<file path="src/rtl/garegga_gfx_arb.sv">
// garegga_gfx_arb: four-way arbiter in front of the shared GFX ROM port.
// Requester 0 (OBJ) may take absolute priority; otherwise the four requesters
// rotate round-robin. Each requester has a 32-bit data lane that holds
// its last completed word. Stuck ROM transactions are aborted after TIMEOUT
// WAIT cycles, and a sticky error flag is raised.
module garegga_gfx_arb #(
    parameter int unsigned TIMEOUT  = 255,
    parameter bit          PRIO_OBJ = 1'b1
) (
    input  logic         CLK,
    input  logic         RESET,
    input  logic [3:0]   REQ_CS,
    input  logic [87:0]  REQ_ADDR,
    output logic [3:0]   REQ_OK,
    output logic [127:0] REQ_DOUT,
    output logic         ROM_CS,
    output logic [21:0]  ROM_ADDR,
    input  logic         ROM_OK,
    input  logic [31:0]  ROM_DOUT,
    output logic         BUSY,
    output logic         TIMEOUT_ERR
);

    typedef enum logic [1:0] {
        ST_IDLE = 2'd0,
        ST_WAIT = 2'd1,
        ST_DONE = 2'd2
    } state_t;

    // WAIT-cycle count value on which an unanswered transaction is aborted.
    localparam logic [7:0] TMO_LAST = 8'(TIMEOUT - 1);

    state_t      r_state;
    state_t      w_state_nx;

    logic [1:0]  r_g;
    logic [1:0]  r_last;
    logic [21:0] r_addr;
    logic [7:0]  r_cnt;
    logic        r_cxl;
    logic [3:0]  r_ok;
    logic [31:0] r_dout [4];
    logic        r_err;

    logic [1:0]  w_base;
    logic [7:0]  w_dbl;
    logic [3:0]  w_rot;
    logic [1:0]  w_off;
    logic [1:0]  w_pick;
    logic [21:0] w_lane_addr;
    logic        w_fin;
    logic        w_tmo;
    logic        w_cxl_now;

    // Grant selection: rotate requests so the search starts at LAST+1,
    // take the lowest set bit, then rotate the index back.
    always_comb begin
        w_base = r_last + 2'd1;
        w_dbl  = {REQ_CS, REQ_CS} >> w_base;
        w_rot  = w_dbl[3:0];
        if (w_rot[0]) begin
            w_off = 2'd0;
        end else if (w_rot[1]) begin
            w_off = 2'd1;
        end else if (w_rot[2]) begin
            w_off = 2'd2;
        end else begin
            w_off = 2'd3;
        end
        w_pick = w_base + w_off;
        if (PRIO_OBJ && REQ_CS[0]) begin
            w_pick = 2'd0;
        end
    end

    // Address lane of the requester about to be granted.
    always_comb begin
        case (w_pick)
            2'd0:    w_lane_addr = REQ_ADDR[21:0];
            2'd1:    w_lane_addr = REQ_ADDR[43:22];
            2'd2:    w_lane_addr = REQ_ADDR[65:44];
            default: w_lane_addr = REQ_ADDR[87:66];
        endcase
    end

    // State register.
    always_ff @(posedge CLK or negedge RESET) begin
        if (!RESET) begin
            r_state <= ST_IDLE;
        end else begin
            r_state <= w_state_nx;
        end
    end

    // Next state, completion/timeout decode and ROM-side outputs.
    always_comb begin
        w_state_nx = r_state;
        w_fin      = 1'b0;
        w_tmo      = 1'b0;
        w_cxl_now  = r_cxl | ~REQ_CS[r_g];
        ROM_CS     = 1'b0;
        BUSY       = 1'b1;
        case (r_state)
            ST_IDLE: begin
                BUSY = 1'b0;
                if (|REQ_CS) begin
                    w_state_nx = ST_WAIT;
                end
            end
            ST_WAIT: begin
                ROM_CS = 1'b1;
                if (ROM_OK) begin
                    w_fin      = 1'b1;
                    w_state_nx = ST_DONE;
                end else if (r_cnt == TMO_LAST) begin
                    w_fin      = 1'b1;
                    w_tmo      = 1'b1;
                    w_state_nx = ST_DONE;
                end
            end
            ST_DONE: begin
                w_state_nx = ST_IDLE;
            end
            default: begin
                w_state_nx = ST_IDLE;
            end
        endcase
    end

    // Transaction datapath: grant latch, WAIT counter, cancel tracking,
    // data lanes, OK pulse (raised on entry to DONE) and sticky error.
    always_ff @(posedge CLK or negedge RESET) begin
        if (!RESET) begin
            r_g    <= '0;
            r_last <= 2'd3;
            r_addr <= '0;
            r_cnt  <= '0;
            r_cxl  <= 1'b0;
            r_ok   <= '0;
            r_err  <= 1'b0;
            for (int unsigned i = 0; i < 4; i++) begin
                r_dout[i] <= '0;
            end
        end else begin
            r_ok <= '0;
            case (r_state)
                ST_IDLE: begin
                    if (|REQ_CS) begin
                        r_g    <= w_pick;
                        r_addr <= w_lane_addr;
                        r_cnt  <= '0;
                        r_cxl  <= 1'b0;
                    end
                end
                ST_WAIT: begin
                    r_cxl <= w_cxl_now;
                    r_cnt <= r_cnt + 8'd1;
                    if (w_fin) begin
                        r_last <= r_g;
                        if (!w_cxl_now) begin
                            r_ok[r_g]   <= 1'b1;
                            r_dout[r_g] <= w_tmo ? '0 : ROM_DOUT;
                        end
                        if (w_tmo) begin
                            r_err <= 1'b1;
                        end
                    end
                end
                default: begin
                end
            endcase
        end
    end

    assign ROM_ADDR    = r_addr;
    assign REQ_OK      = r_ok;
    assign REQ_DOUT    = {r_dout[3], r_dout[2], r_dout[1], r_dout[0]};
    assign TIMEOUT_ERR = r_err;

endmodule
</file>
<file path="config.mk">
export PLATFORM = sky130hd
export DESIGN_NAME = garegga_gfx_arb
export DESIGN_NICKNAME = d
export VERILOG_FILES = /design/src/rtl/garegga_gfx_arb.sv
export SDC_FILE = /design/constraint.sdc
export NUM_CORES = 1
export LEC_CHECK = 0
export ABC_AREA = 1
export CAP_MARGIN = 20
export CELL_PAD_IN_SITES_DETAIL_PLACEMENT = 1
export CELL_PAD_IN_SITES_GLOBAL_PLACEMENT = 1
export CORE_ASPECT_RATIO = 1.4
export CORE_MARGIN = 2
export CORE_UTILIZATION = 28
export DETAILED_ROUTE_END_ITERATION = 6
export PLACE_DENSITY = 0.83
export SLEW_MARGIN = 20
export SYNTH_ARGS = -nofsm -noshare
export SYNTH_HDL_FRONTEND = slang
export SYNTH_SLANG_ARGS = --single-unit
</file>
<file path="constraint.sdc">
create_clock -name CLK -period 2.2 [get_ports CLK]
set_input_delay 0.44 -clock CLK [delete_from_list [all_inputs] [get_ports CLK]]
set_output_delay 0.44 -clock CLK [all_outputs]
set_load 0.02 [all_outputs]
</file>
Yosys cells after proc, flatten, opt, wreduce, memory -nomap -nowiden
Cells that the tools add are included.

storage, ports and cells
  output and inout port bits = 157
  bits of input ports = 127
  logic and storage cells = 73
  register bits after elaboration = 170

cells by class
  shifts and indexed selects = 1
  bitwise operators = 4
  order comparisons = 4
  add/sub/neg operators = 3
  equal/unequal tests = 6
  multiplexer cells = 31
  reduce and logical (&&, ||, !) cells = 12

operators with widths
  cell                                                                   count
  128-bit bitwise mux                                                    1
  22-bit one-hot mux with 3 select lines                                 1
  32-bit demux with 2-bit select                                         1
  32-bit 2-to-1 mux                                                      2
  8-bit one-hot mux with 2 select lines                                  1
  2-bit 2-to-1 mux                                                       6
  4-bit 2-to-1 mux                                                       3
  1-bit 2-to-1 mux                                                       11
  8-bit by 1-bit adder with 8-bit output (second input constant)         1
  8-bit == test (second input constant)                                  1
  8-bit 2-to-1 mux                                                       1
  2-bit AND reduction                                                    4
  8-bit by 2-bit right shift with 3-bit output                           1
  3-bit AND reduction                                                    2
  2-bit by 1-bit == test with 1-bit output (second input constant)       2
  2-bit logical NOT                                                      2
  2-bit one-hot mux with 2 select lines                                  1
  4-bit OR reduction                                                     1
  3-bit >= comparator (second input constant)                            1
  2-bit by 3-bit < comparator with 1-bit output (second input constant)  1
  3-bit by 1-bit < comparator with 1-bit output (second input constant)  1
  3-bit != test (second input constant)                                  1
  2-bit NOT with 3-bit output                                            1
  2-bit by 1-bit adder with 2-bit output (second input constant)         1
  11 further kinds                                                       13

Logic depth before layout (Yosys ltp)
Gate-level depths: netlist (run 1).

  depth in word-level cells = 9
  depth in mapped cells = 18
  gate-level depth less buffers = 16

Least setup slack after synthesis (run 1)
Ideal clock, no wire load.

  path kind = flip-flop to flip-flop
  start point = register r_last[0]
  end point = register r_addr[10], in the netlist ROM_ADDR[10]
  stages on the path, launching flop included = 16
  setup time = 0.066 ns
  path buffers = 2
  arrival = 2.192 ns
  setup slack = -0.057 ns
  clock period less this slack = 2.257 ns
  cells stage by stage = dfstp_2 > buf_4 > nor2_1 > nor2_1 > nor2_1 > o21bai_1 > nand2_1 > o21ai_0 > ha_1 > nand2_1 > inv_2 > buf_1 > nand3_1 > nand3_1 > nand2_1 > nand2_1

on the way
  longest elaborated chain between the ends = 9
  elaborated cells between the ends (all ways) = 11
  those cells by class = add/sub (2); eq/ne (2); shift (1); mux (5); reduce/logical (1)

RTL lines
  what                                          RTL line  source
  start: declaration                            37        logic [1:0] r_last;
  start signal: assignment                      159       r_last <= r_g;
  2-bit by 1-bit adder with 2-bit output (*)    58        w_base = r_last + 2'd1;
  8-bit by 2-bit right shift with 3-bit output  59        w_dbl = {REQ_CS, REQ_CS} >> w_base;
  1-bit 2-to-1 mux                              65        end else if (w_rot[2]) begin
  2-bit 2-to-1 mux                              63        end else if (w_rot[1]) begin
  2-bit 2-to-1 mux                              61        if (w_rot[0]) begin
  2-bit adder (*)                               70        w_pick = w_base + w_off;
  2-bit 2-to-1 mux (*)                          71        if (PRIO_OBJ && REQ_CS[0]) begin
  2-bit == test, or another cell as far along   78        case (w_pick)
  22-bit one-hot mux with 3 select lines (*)    78
  end signal: assignment                        150       r_addr <= w_lane_addr;
  end: declaration                              38        logic [21:0] r_addr;

Mark *: on every way between the ends. The rest lies on a longest branch, timed or not.
A chain may end at the register's enable or synchronous reset.

Final worst setup path (run 1)
  start point = register r_last[0]
  end point = register r_addr[18], in the netlist ROM_ADDR[18]

The elaborated chain is that of the path after synthesis.

==> flow_metrics.tcl, run 1 <==
set metrics [dict create \
    critPathLaunchType "flop" \
    area_growth_pct 63.5 \
    required_ns 2.52 \
    hold_path_class "flop to flop" \
    stdcell_count 1481 \
    overflow 0 \
    drc 0 \
    yosysUniqueCellTypes 29 \
    fin_nets 1280 \
    synth_top_area_share 0.583 \
    ant_nets 0 \
    max_stage_delay_ns 0.60 \
    grt_pass1_wl_um 41900 \
    drt_iter0_drc 238 \
    path_cells "buf_6 -> nand2_4 -> nand2_4 -> nor2_2 -> o21bai_1 -> nand2_1 -> o21ai_2 -> ha_4 -> inv_4 -> nand3_4 -> nand4_1 -> buf_6 -> clkbuf_16 -> nand2_4 -> inv_2 -> nand3_2 -> nand2_1 -> nand2_1" \
    antenna_found_initial 0 \
    synth_area_leaders "dfrtp_1 58%, nand2_1 15%, o21ai_0 11%, nand3_1 4.7%, nor2_1 2.8%" \
    period_needed_ns 2.39 \
    cellPowerDensity_nw_per_um2 1440 \
    start_util 0.284 \
    maxSlewHeadroom 0.690 \
    period_share 1.08 \
    grt_max_degree 66 \
    fin_area_um2 11800 \
    wl_per_cell_um 18.1 \
    holdPathEnd "REQ_DOUT[63]$_DFFE_PN0P_" \
    avgViaCountPerCell 4.85 \
    r2r_start "r_last[0]$_DFFE_PN1P_" \
    rr_endpoint "ROM_ADDR[18]$_DFFE_PN0P_" \
    finalHoldViolCount 0 \
    power.share.combinational 0.515 \
    cp_num_cells 18 \
    yosysTopAreaCell "dfrtp_1" \
    die_area_um2 27100 \
    cts-root-buf "clkbuf_16" \
    wirelength_um 26900 \
    drv_cap 0 \
    placed_cell_area_um2 10700 \
    internal_power_mw 10.3 \
    final_core_util 0.465 \
    seqPwrFrac 0.295 \
    ff_latch_area_um2 4260 \
    syn_nets 977 \
    die_h_um 194 \
    min_from "REQ_DOUT[63]$_DFFE_PN0P_" \
    multiInputGateArea_um2 2880 \
    port_buffers 283 \
    setup_viol 22 \
    via_count 7177 \
    numClockSinks 170 \
    ys_ff_latch 170 \
    ios 284 \
    violations "setup timing" \
    die_x_um 140 \
    crit_slowest_cell "dfstp_2" \
    worst-setup-path-type "flop to flop" \
    syn_inst 847 \
    drt_pass1_iterations 4 \
    hold_depth 2 \
    dp_cells 1435 \
    cp_num_buf_inv 5 \
    fmax_mhz 419 \
    num_rows 69 \
    coreArea_um2 25400 \
    avgSynthCellArea_um2 8.52 \
    hpwl_um 18300 \
    netlist_area_um2 7210 \
    critical_path.max_fanout 6 \
    swShare 0.396 \
    crit_family "simple AND/OR/NAND/NOR gates" \
    slew_violations 0 \
    rsz0062_at_grt "yes" \
    max-clock-path-buffers 2 \
    grt_usage 0.196 \
    rrSetupSlack_ns -0.19 \
    place.gp.congestion 0.850 \
    cts_made_buffers 17 \
    status "complete, but fails checks" \
    yosysSeqAreaShare 0.590 \
    htreeDepth 4 \
    diodes 0 \
    setup_slack_ns -0.186 \
    peakVddDrop_uv 872 \
    clk_latency_ns 0.43 \
    worst_slew_pin_slew_ns 0.465 \
    cp-end-kind "flop" \
    drive_above_1_share 0.135 \
    cts_tree "built" \
    arrival_ns 2.71 \
    grt_pass1_vias 7735 \
    yosysWarnings 0 \
    clockPowerShare 0.190 \
    path_clk_slew_ns 0.07 \
    switching_power_mw 6.74 \
    skew_ns 0.0155 \
    ff2ff_path_depth 18 \
    leakagePower_nw 5.40 \
    fillCellCount 2901 \
]
synthesized netlist by cell type, drive strengths merged:
cell type and instances:
nor2 57, buf 25, clkinv 1, dfstp 2
nor3 2, a21oi 2, ha 3, nand3 68
nor4 1, inv 33, nand3b 1, o21bai 1
or2 1, clkbuf 26, nand4 4, a41o 1
dfrtp 168, o21ai 156, a22oi 1, a31oi 1
nand2 293
power groups by stage:
stage | registers, mW | clock network [mW] | logic (mW)
after global placement | 5.00 | 0 | 7.52
after detailed placement | 5.05 | 0 | 7.74
after floorplan | 6.29 | 0 | 2.56
after CTS | 5.02 | 3.33 | 8.42
after global routing | 5.17 | 3.47 | 9.43
final | 5.02 | 3.24 | 8.78
what timing repair did:
action / 4_1_cts / 5_1_grt
resized for setup: 77 / 43
pin swaps: 38 / 24
gates cloned: 4 / 1
hold buffers: 1 / 0
hold endpoints to repair: 41 / 0
endpoints found under the setup margin: 24 / 24
buffers inserted: 9 / 0
cells by family after synthesis:
logic type,synth area share
buffers and inverters,0.0512
adder cells (fa/ha/maj),0.00520
AO/OA/AOI/OAI,0.114
AND/OR/NAND/NOR,0.240
flip-flops,0.590
layer usage:
metal	GRT usage	share of wire	vias up
met5	0	0	-
met4	0.0815	0.034	0
met3	0.0482	0.059	62
met2	0.359	0.52	304
met1	0.216	0.38	3469
li1	-	-	3342
cell usage in the layout, fill, tap and decap left out, types with 2 or more instances in the layout:
cell type	n
nand3_1	57
buf_4	23
buf_12	15
nand4_1	4
nor2_1	33
o21ai_2	13
nor3_1	2
dlygate4sd2_1	2
o21ai_1	2
nand3_4	2
bufinv_16	5
o21ai_0	141
dfrtp_1	168
inv_4	2
nand3_2	9
dfstp_2	2
clkbuf_16	18
clkbuf_1	5
inv_1	24
a21oi_1	2
buf_8	3
clkinvlp_4	2
nand2_4	6
inv_2	5
ha_1	2
clkdlybuf4s50_1	280
nand2_1	275
nor2_2	17
nand2_2	12
buf_6	8
nor2_4	8
clkinv_2	2
final cells by class:
| type | instances | area share |
|---|---|---|
| multi-input cells | 593 | 0.244 |
| repair buffers | 334 | 0.296 |
| clock buffers | 23 | 0.0388 |
| clock inverters | 8 | 0.0142 |
| well taps | 319 | 0.0338 |
| inverters | 34 | 0.0122 |
| flip-flops and latches | 170 | 0.361 |
registers in the layout, summed over array words and instances, names as in the netlist:
name	flops
r_cxl	1
r_cnt	8
r_last	2
TIMEOUT_ERR	1
r_state	2
REQ_OK	4
ROM_ADDR	22
REQ_DOUT	128
r_g	2
worst register-to-register path: stages (launching register included):
cell and delay (ns):
dfstp_2 0.60, buf_6 0.15, nand2_4 0.05, nand2_4 0.06
nor2_2 0.04, o21bai_1 0.15, nand2_1 0.07, o21ai_2 0.07
ha_4 0.18, inv_4 0.06, nand3_4 0.07, nand4_1 0.11
buf_6 0.17, clkbuf_16 0.19, nand2_4 0.05, inv_2 0.05
nand3_2 0.06, nand2_1 0.08, nand2_1 0.06
stage by stage:
step | TNS (ns) | power [mW] | hold WS, ns | setup slack [ns]
floorplan | 0 | 8.85 | 0.144 | 0.0105
global placement | -8.80 | 12.5 | 0.409 | -0.431
detailed placement | -14.26 | 12.8 | 0.410 | -0.633
CTS | -2.10 | 16.8 | 0.477 | -0.131
global route | -6.44 | 18.1 | 0.508 | -0.322
finish | -3.08 | 17.0 | 0.480 | -0.186
worst max path at each step:
stage / from / end / slack, ns
after global placement: REQ_CS[0] / ROM_ADDR[10]$_DFFE_PN0P_ / -0.43
after detailed placement: REQ_CS[0] / ROM_ADDR[19]$_DFFE_PN0P_ / -0.63
final: r_last[0]$_DFFE_PN1P_ / ROM_ADDR[18]$_DFFE_PN0P_ / -0.19
after CTS: r_last[0]$_DFFE_PN1P_ / ROM_ADDR[2]$_DFFE_PN0P_ / -0.13
after global routing: r_last[0]$_DFFE_PN1P_ / ROM_ADDR[2]$_DFFE_PN0P_ / -0.32
after floorplan: r_last[0]$_DFFE_PN1P_ / ROM_ADDR[15]$_DFFE_PN0P_ / 0.01
No activity file was read; power rests on OpenSTA's default activity.
==> run 2: changes to the inputs <==
--- a/config.mk
+++ b/config.mk
@@ -6,6 +6,7 @@
 export NUM_CORES = 1
 export LEC_CHECK = 0
 export ABC_AREA = 1
+export ABC_CLOCK_PERIOD_IN_PS = 2200
 export CAP_MARGIN = 20
 export CELL_PAD_IN_SITES_DETAIL_PLACEMENT = 1
 export CELL_PAD_IN_SITES_GLOBAL_PLACEMENT = 1
@@ -13,6 +14,7 @@
 export CORE_MARGIN = 2
 export CORE_UTILIZATION = 28
 export DETAILED_ROUTE_END_ITERATION = 6
+export GPL_TIMING_DRIVEN = 0
 export PLACE_DENSITY = 0.83
 export SLEW_MARGIN = 20
 export SYNTH_ARGS = -nofsm -noshare
==> flow_metrics.tcl, run 2 (synthesis results as in run 1) <==
set metrics [dict create \
    hold_depth 2 \
    slew_violations 0 \
    seqPwrFrac 0.308 \
    arrival_ns 2.73 \
    path_clk_slew_ns 0.07 \
    grt_pass1_wl_um 44700 \
    internal_power_mw 9.61 \
    power.share.combinational 0.507 \
    avgViaCountPerCell 4.87 \
    drt_pass1_iterations 4 \
    worst-setup-path-type "flop to flop" \
    grt_pass1_vias 8170 \
    period_needed_ns 2.42 \
    skew_ns 0.0156 \
    numClockSinks 170 \
    final_core_util 0.451 \
    ff2ff_path_depth 17 \
    place.gp.congestion 0.921 \
    rrSetupSlack_ns -0.22 \
    cts-root-buf "clkbuf_16" \
    clockPowerShare 0.185 \
    die_h_um 194 \
    fmax_mhz 414 \
    stdcell_count 1496 \
    leakagePower_nw 5.29 \
    finalHoldViolCount 0 \
    final_cell_mix "280 x clkdlybuf4s50_1, 278 x nand2_1, 167 x dfrtp_1" \
    start_util 0.284 \
    rr_endpoint "ROM_ADDR[13]$_DFFE_PN0P_" \
    fin_nets 1294 \
    final_common_cell "clkdlybuf4s50_1" \
    dp_cells 1451 \
    critPathLaunchType "flop" \
    coreArea_um2 25400 \
    peakVddDrop_uv 786 \
    drive_above_1_share 0.109 \
    r2r_start "r_last[0]$_DFFE_PN1P_" \
    die_area_um2 27100 \
    swShare 0.406 \
    hpwl_um 21300 \
    port_buffers 283 \
    hold_path_class "flop to flop" \
    rsz0062_at_grt "yes" \
    ant_nets 0 \
    period_share 1.10 \
    grt_usage 0.212 \
    min_from "ROM_ADDR[15]$_DFFE_PN0P_" \
    cts_tree "built" \
    cp-end-kind "flop" \
    drv_cap 0 \
    critical_path.max_fanout 10 \
    violations "setup timing" \
    wirelength_um 28300 \
    via_count 7279 \
    dp_slack_ns -0.828 \
    wl_per_cell_um 18.9 \
    setup_viol 23 \
    die_x_um 140 \
    required_ns 2.52 \
    cellPowerDensity_nw_per_um2 1410 \
    htreeDepth 4 \
    overflow 0 \
    area_growth_pct 58.7 \
    drc 0 \
    worst_slew_pin_slew_ns 0.531 \
    cts_made_buffers 17 \
    grt_max_degree 75 \
    maxSlewHeadroom 0.646 \
    drt_iter0_drc 250 \
    switching_power_mw 6.57 \
    ios 284 \
    diodes 0 \
    setup_slack_ns -0.216 \
    clk_latency_ns 0.44 \
    antenna_found_initial 1 \
    max-clock-path-buffers 2 \
    fillCellCount 2949 \
    num_rows 69 \
    holdPathEnd "ROM_ADDR[15]$_DFFE_PN0P_" \
    status "complete, but fails checks" \
    largest_register_ffs 128 \
]
[run 2: changes by cell type in the layout (fill, tap and decap cells not counted), moves of 12 or more]
cell,before,now
buf_12,15,2
nor2_2,17,3
o21ai_0,141,126
o21ai_1,2,30
buf_2,0,12
o21ai_2,13,0
nor2_1,33,50
[run 2: cell type report]
cell class	instances	area (um^2)	area share
Buffer	50	360	0.0315
Clock buffer	22	464	0.0405
Clock inverter	10	116	0.0102
Inverter	34	135	0.0118
Multi-Input combinational cell	593	2730	0.238
Sequential cell	170	4260	0.372
Tap cell	319	399	0.0349
Timing Repair Buffer	298	2990	0.261
[run 2: repair_timing]
action	CTS	global route
setup buffers	11	1
gates resized for setup	61	67
hold buffers	1	0
hold endpoints to repair	45	0
pin swaps	13	5
cloned	1	0
endpoints found under the setup margin	74	132
[run 2: power by group through the flow]
stage / Combinational [mW] / Sequential (mW) / Clock [mW]
after detailed placement: 7.60 / 5.02 / 0
after floorplan: 2.56 / 6.29 / 0
final: 8.20 / 4.99 / 2.99
after global placement: 7.35 / 4.98 / 0
after global routing: 8.90 / 5.14 / 3.18
after CTS: 8.06 / 5.00 / 3.07
[run 2: through the flow]
step / total power, mW / TNS, ns / hold slack, ns / area [um^2]
3_5_place_dp: 12.6 / -43.70 / 0.367 / 10500
5_1_grt: 17.2 / -7.40 / 0.503 / 11400
6_report: 16.2 / -3.93 / 0.478 / 11400
3_3_place_gp: 12.3 / -1111.14 / 0.450 / 10500
4_1_cts: 16.1 / -3.05 / 0.481 / 11300
2_1_floorplan: 8.85 / 0 / 0.144 / 7220
[run 2: worst max-delay path: stages (launching register included)]
cell	delay, ns
dfstp_2	0.59
buf_4	0.14
nand2_1	0.07
nand2_2	0.09
nand2_2	0.08
nand2_2	0.08
nand2_1	0.06
o21ai_1	0.09
ha_2	0.22
inv_2	0.04
nand3_2	0.08
nand3_4	0.12
buf_12	0.18
buf_12	0.14
nand3_1	0.08
nand3_2	0.09
nand2_1	0.08
nand2_1	0.05
[run 2: how the worst max path moves through the flow]
stage / cells after the start / from / endpoint / slack, ns
after floorplan: 18 / r_last[0]$_DFFE_PN1P_ / ROM_ADDR[15]$_DFFE_PN0P_ / 0.01
after global placement: 1 / RESET / REQ_DOUT[47]$_DFFE_PN0P_ / -6.39
after detailed placement: 16 / REQ_CS[0] / ROM_ADDR[11]$_DFFE_PN0P_ / -0.83
after CTS: 17 / r_last[0]$_DFFE_PN1P_ / ROM_ADDR[17]$_DFFE_PN0P_ / -0.17
after global routing: 17 / r_last[0]$_DFFE_PN1P_ / ROM_ADDR[9]$_DFFE_PN0P_ / -0.35
final: 17 / r_last[0]$_DFFE_PN1P_ / ROM_ADDR[13]$_DFFE_PN0P_ / -0.22
[run 2: routing by layer]
layer,vias to the layer above,routed length (um),track usage
met5,-,13,0
met4,2,1220,0.108
met3,67,1720,0.0580
met2,286,14900,0.398
li1,3383,-,-
met1,3541,10400,0.212
==> run 3: changes to the inputs <==
--- a/config.mk
+++ b/config.mk
@@ -8,7 +8,7 @@
 export ABC_AREA = 1
 export ABC_CLOCK_PERIOD_IN_PS = 2200
 export CAP_MARGIN = 20
-export CELL_PAD_IN_SITES_DETAIL_PLACEMENT = 1
+export CELL_PAD_IN_SITES_DETAIL_PLACEMENT = 0
 export CELL_PAD_IN_SITES_GLOBAL_PLACEMENT = 1
 export CORE_ASPECT_RATIO = 1.4
 export CORE_MARGIN = 2
==> flow_metrics.tcl, run 3 (synthesis results as in run 1) <==
set metrics [dict create \
    die_area_um2 27100 \
    dp_cells 1451 \
    crit_start "r_last[0]$_DFFE_PN1P_" \
    numClockSinks 170 \
    drive_above_1_share 0.150 \
    period_needed_ns 2.36 \
    die_h_um 194 \
    antenna_found_initial 1 \
    area_growth_pct 64.2 \
    path_clk_slew_ns 0.07 \
    critPathLaunchType "flop" \
    stdcell_count 1498 \
    hold_path_class "flop to flop" \
    final_cell_mix "280 x clkdlybuf4s50_1, 267 x nand2_1, 168 x dfrtp_1" \
    min_from "TIMEOUT_ERR$_DFFE_PN0P_" \
    largest_register_ffs 128 \
    cts_tree "built" \
    ios 284 \
    setup_slack_ns -0.161 \
    cts_made_buffers 17 \
    avgViaCountPerCell 4.70 \
    wl_met3_um 1860 \
    start_util 0.284 \
    wl_met2_um 13300 \
    cp-end-kind "flop" \
    highest_layer "met5" \
    peakVddDrop_uv 866 \
    htreeDepth 4 \
    die_x_um 140 \
    grt_usage 0.185 \
    hpwl_um 19100 \
    drc 0 \
    place.gp.congestion 0.921 \
    drt_pass1_iterations 5 \
    fin_area_um2 11800 \
    overflow 0 \
    diodes 0 \
    ant_nets 0 \
    setup_viol 22 \
    grt_pass1_vias 7047 \
    violations "setup timing" \
    fin_nets 1298 \
    switching_power_mw 6.69 \
    status "complete, but fails checks" \
    clockPowerShare 0.199 \
    grt_pass1_wl_um 39000 \
    clk_latency_ns 0.44 \
    cts-root-buf "clkbuf_16" \
    seqPwrFrac 0.293 \
    drt_iter0_drc 368 \
    num_rows 69 \
    swShare 0.392 \
    wl_met1_um 9630 \
    finalHoldViolCount 0 \
    fin_setup_tns_ns -2.81 \
    rsz0062_at_grt "yes" \
    dp_slack_ns -0.802 \
    placed_cell_area_um2 10500 \
    power.share.combinational 0.508 \
    final_common_cell "clkdlybuf4s50_1" \
    slew_violations 0 \
    worst_slew_pin_slew_ns 0.524 \
    max-clock-path-buffers 2 \
    internal_power_mw 10.4 \
    grt_max_degree 75 \
    cellPowerDensity_nw_per_um2 1440 \
    arrival_ns 2.68 \
    critical_path.max_fanout 6 \
    via_count 7037 \
    worst-setup-path-type "flop to flop" \
    fmax_mhz 423 \
    required_ns 2.52 \
    port_buffers 283 \
    period_share 1.07 \
    drv_cap 0 \
    maxSlewHeadroom 0.651 \
    timing.hold.ws_ns 0.466 \
    r2r_start "r_last[0]$_DFFE_PN1P_" \
    skew_ns 0.0136 \
    wirelength_um 25900 \
    wl_per_cell_um 17.3 \
    coreArea_um2 25400 \
    leakagePower_nw 5.46 \
]
-- run 3: worst max-delay path, cell delays in order (launching register included) --
cell	delay [ns]
dfstp_2	0.61
inv_4	0.07
nand2_2	0.06
nand2_2	0.06
buf_4	0.13
buf_4	0.12
o21ai_2	0.14
ha_4	0.16
inv_2	0.04
nand3_4	0.08
nand3_4	0.15
buf_12	0.19
buf_12	0.14
nand3_2	0.06
nand3_2	0.10
nand2_2	0.08
nand2_1	0.04
-- run 3: repair_timing --
item,CTS,global route
gates cloned,2,4
resized for setup,51,108
pin swaps,17,39
hold endpoints to repair,45,0
endpoints found under the setup margin,33,100
buffers inserted,8,3
hold buffers,1,0
-- run 3: final cells by class --
cell class / count / area [um^2]
tap: 319 / 399
multi-input combinational: 593 / 2940
clock buffer: 19 / 443
timing repair buffer: 302 / 3110
inverter: 34 / 138
fill: 2469 / 13500
clock inverter: 11 / 216
sequential: 170 / 4260
buffer: 50 / 349
-- run 3: power by group through the flow --
stage | registers [mW] | clock network (mW) | logic [mW]
after floorplan | 6.29 | 0 | 2.56
after global placement | 4.98 | 0 | 7.35
after detailed placement | 5.01 | 0 | 7.44
after CTS | 4.99 | 3.49 | 7.81
after global routing | 5.13 | 3.60 | 9.33
final | 4.99 | 3.40 | 8.66
-- run 3: worst paths after layout --
check                                           end  slack (ns)  cells after the start
max                        ROM_ADDR[17]$_DFFE_PN0P_       -0.16                     16
min                         TIMEOUT_ERR$_DFFE_PN0P_        0.47                      2
max reg2reg                ROM_ADDR[17]$_DFFE_PN0P_       -0.16                     16
min reg2reg                 TIMEOUT_ERR$_DFFE_PN0P_        0.47                      2
max in group asynchronous  REQ_DOUT[50]$_DFFE_PN0P_        0.71                      4
min in group asynchronous  REQ_DOUT[65]$_DFFE_PN0P_        0.49                      2
-- run 3: routing by layer --
layer | up-vias | GRT usage
li1 | 3389 | -
met1 | 3269 | 0.200
met2 | 315 | 0.332
met3 | 62 | 0.0568
met4 | 2 | 0.0830
met5 | - | 0
-- run 3: metrics by stage --
stage	util	total power, mW
after detailed placement	0.414	12.4
after global routing	0.467	18.1
after floorplan	-	8.85
after global placement	0.412	12.3
after CTS	0.448	16.3
final	0.467	17.0
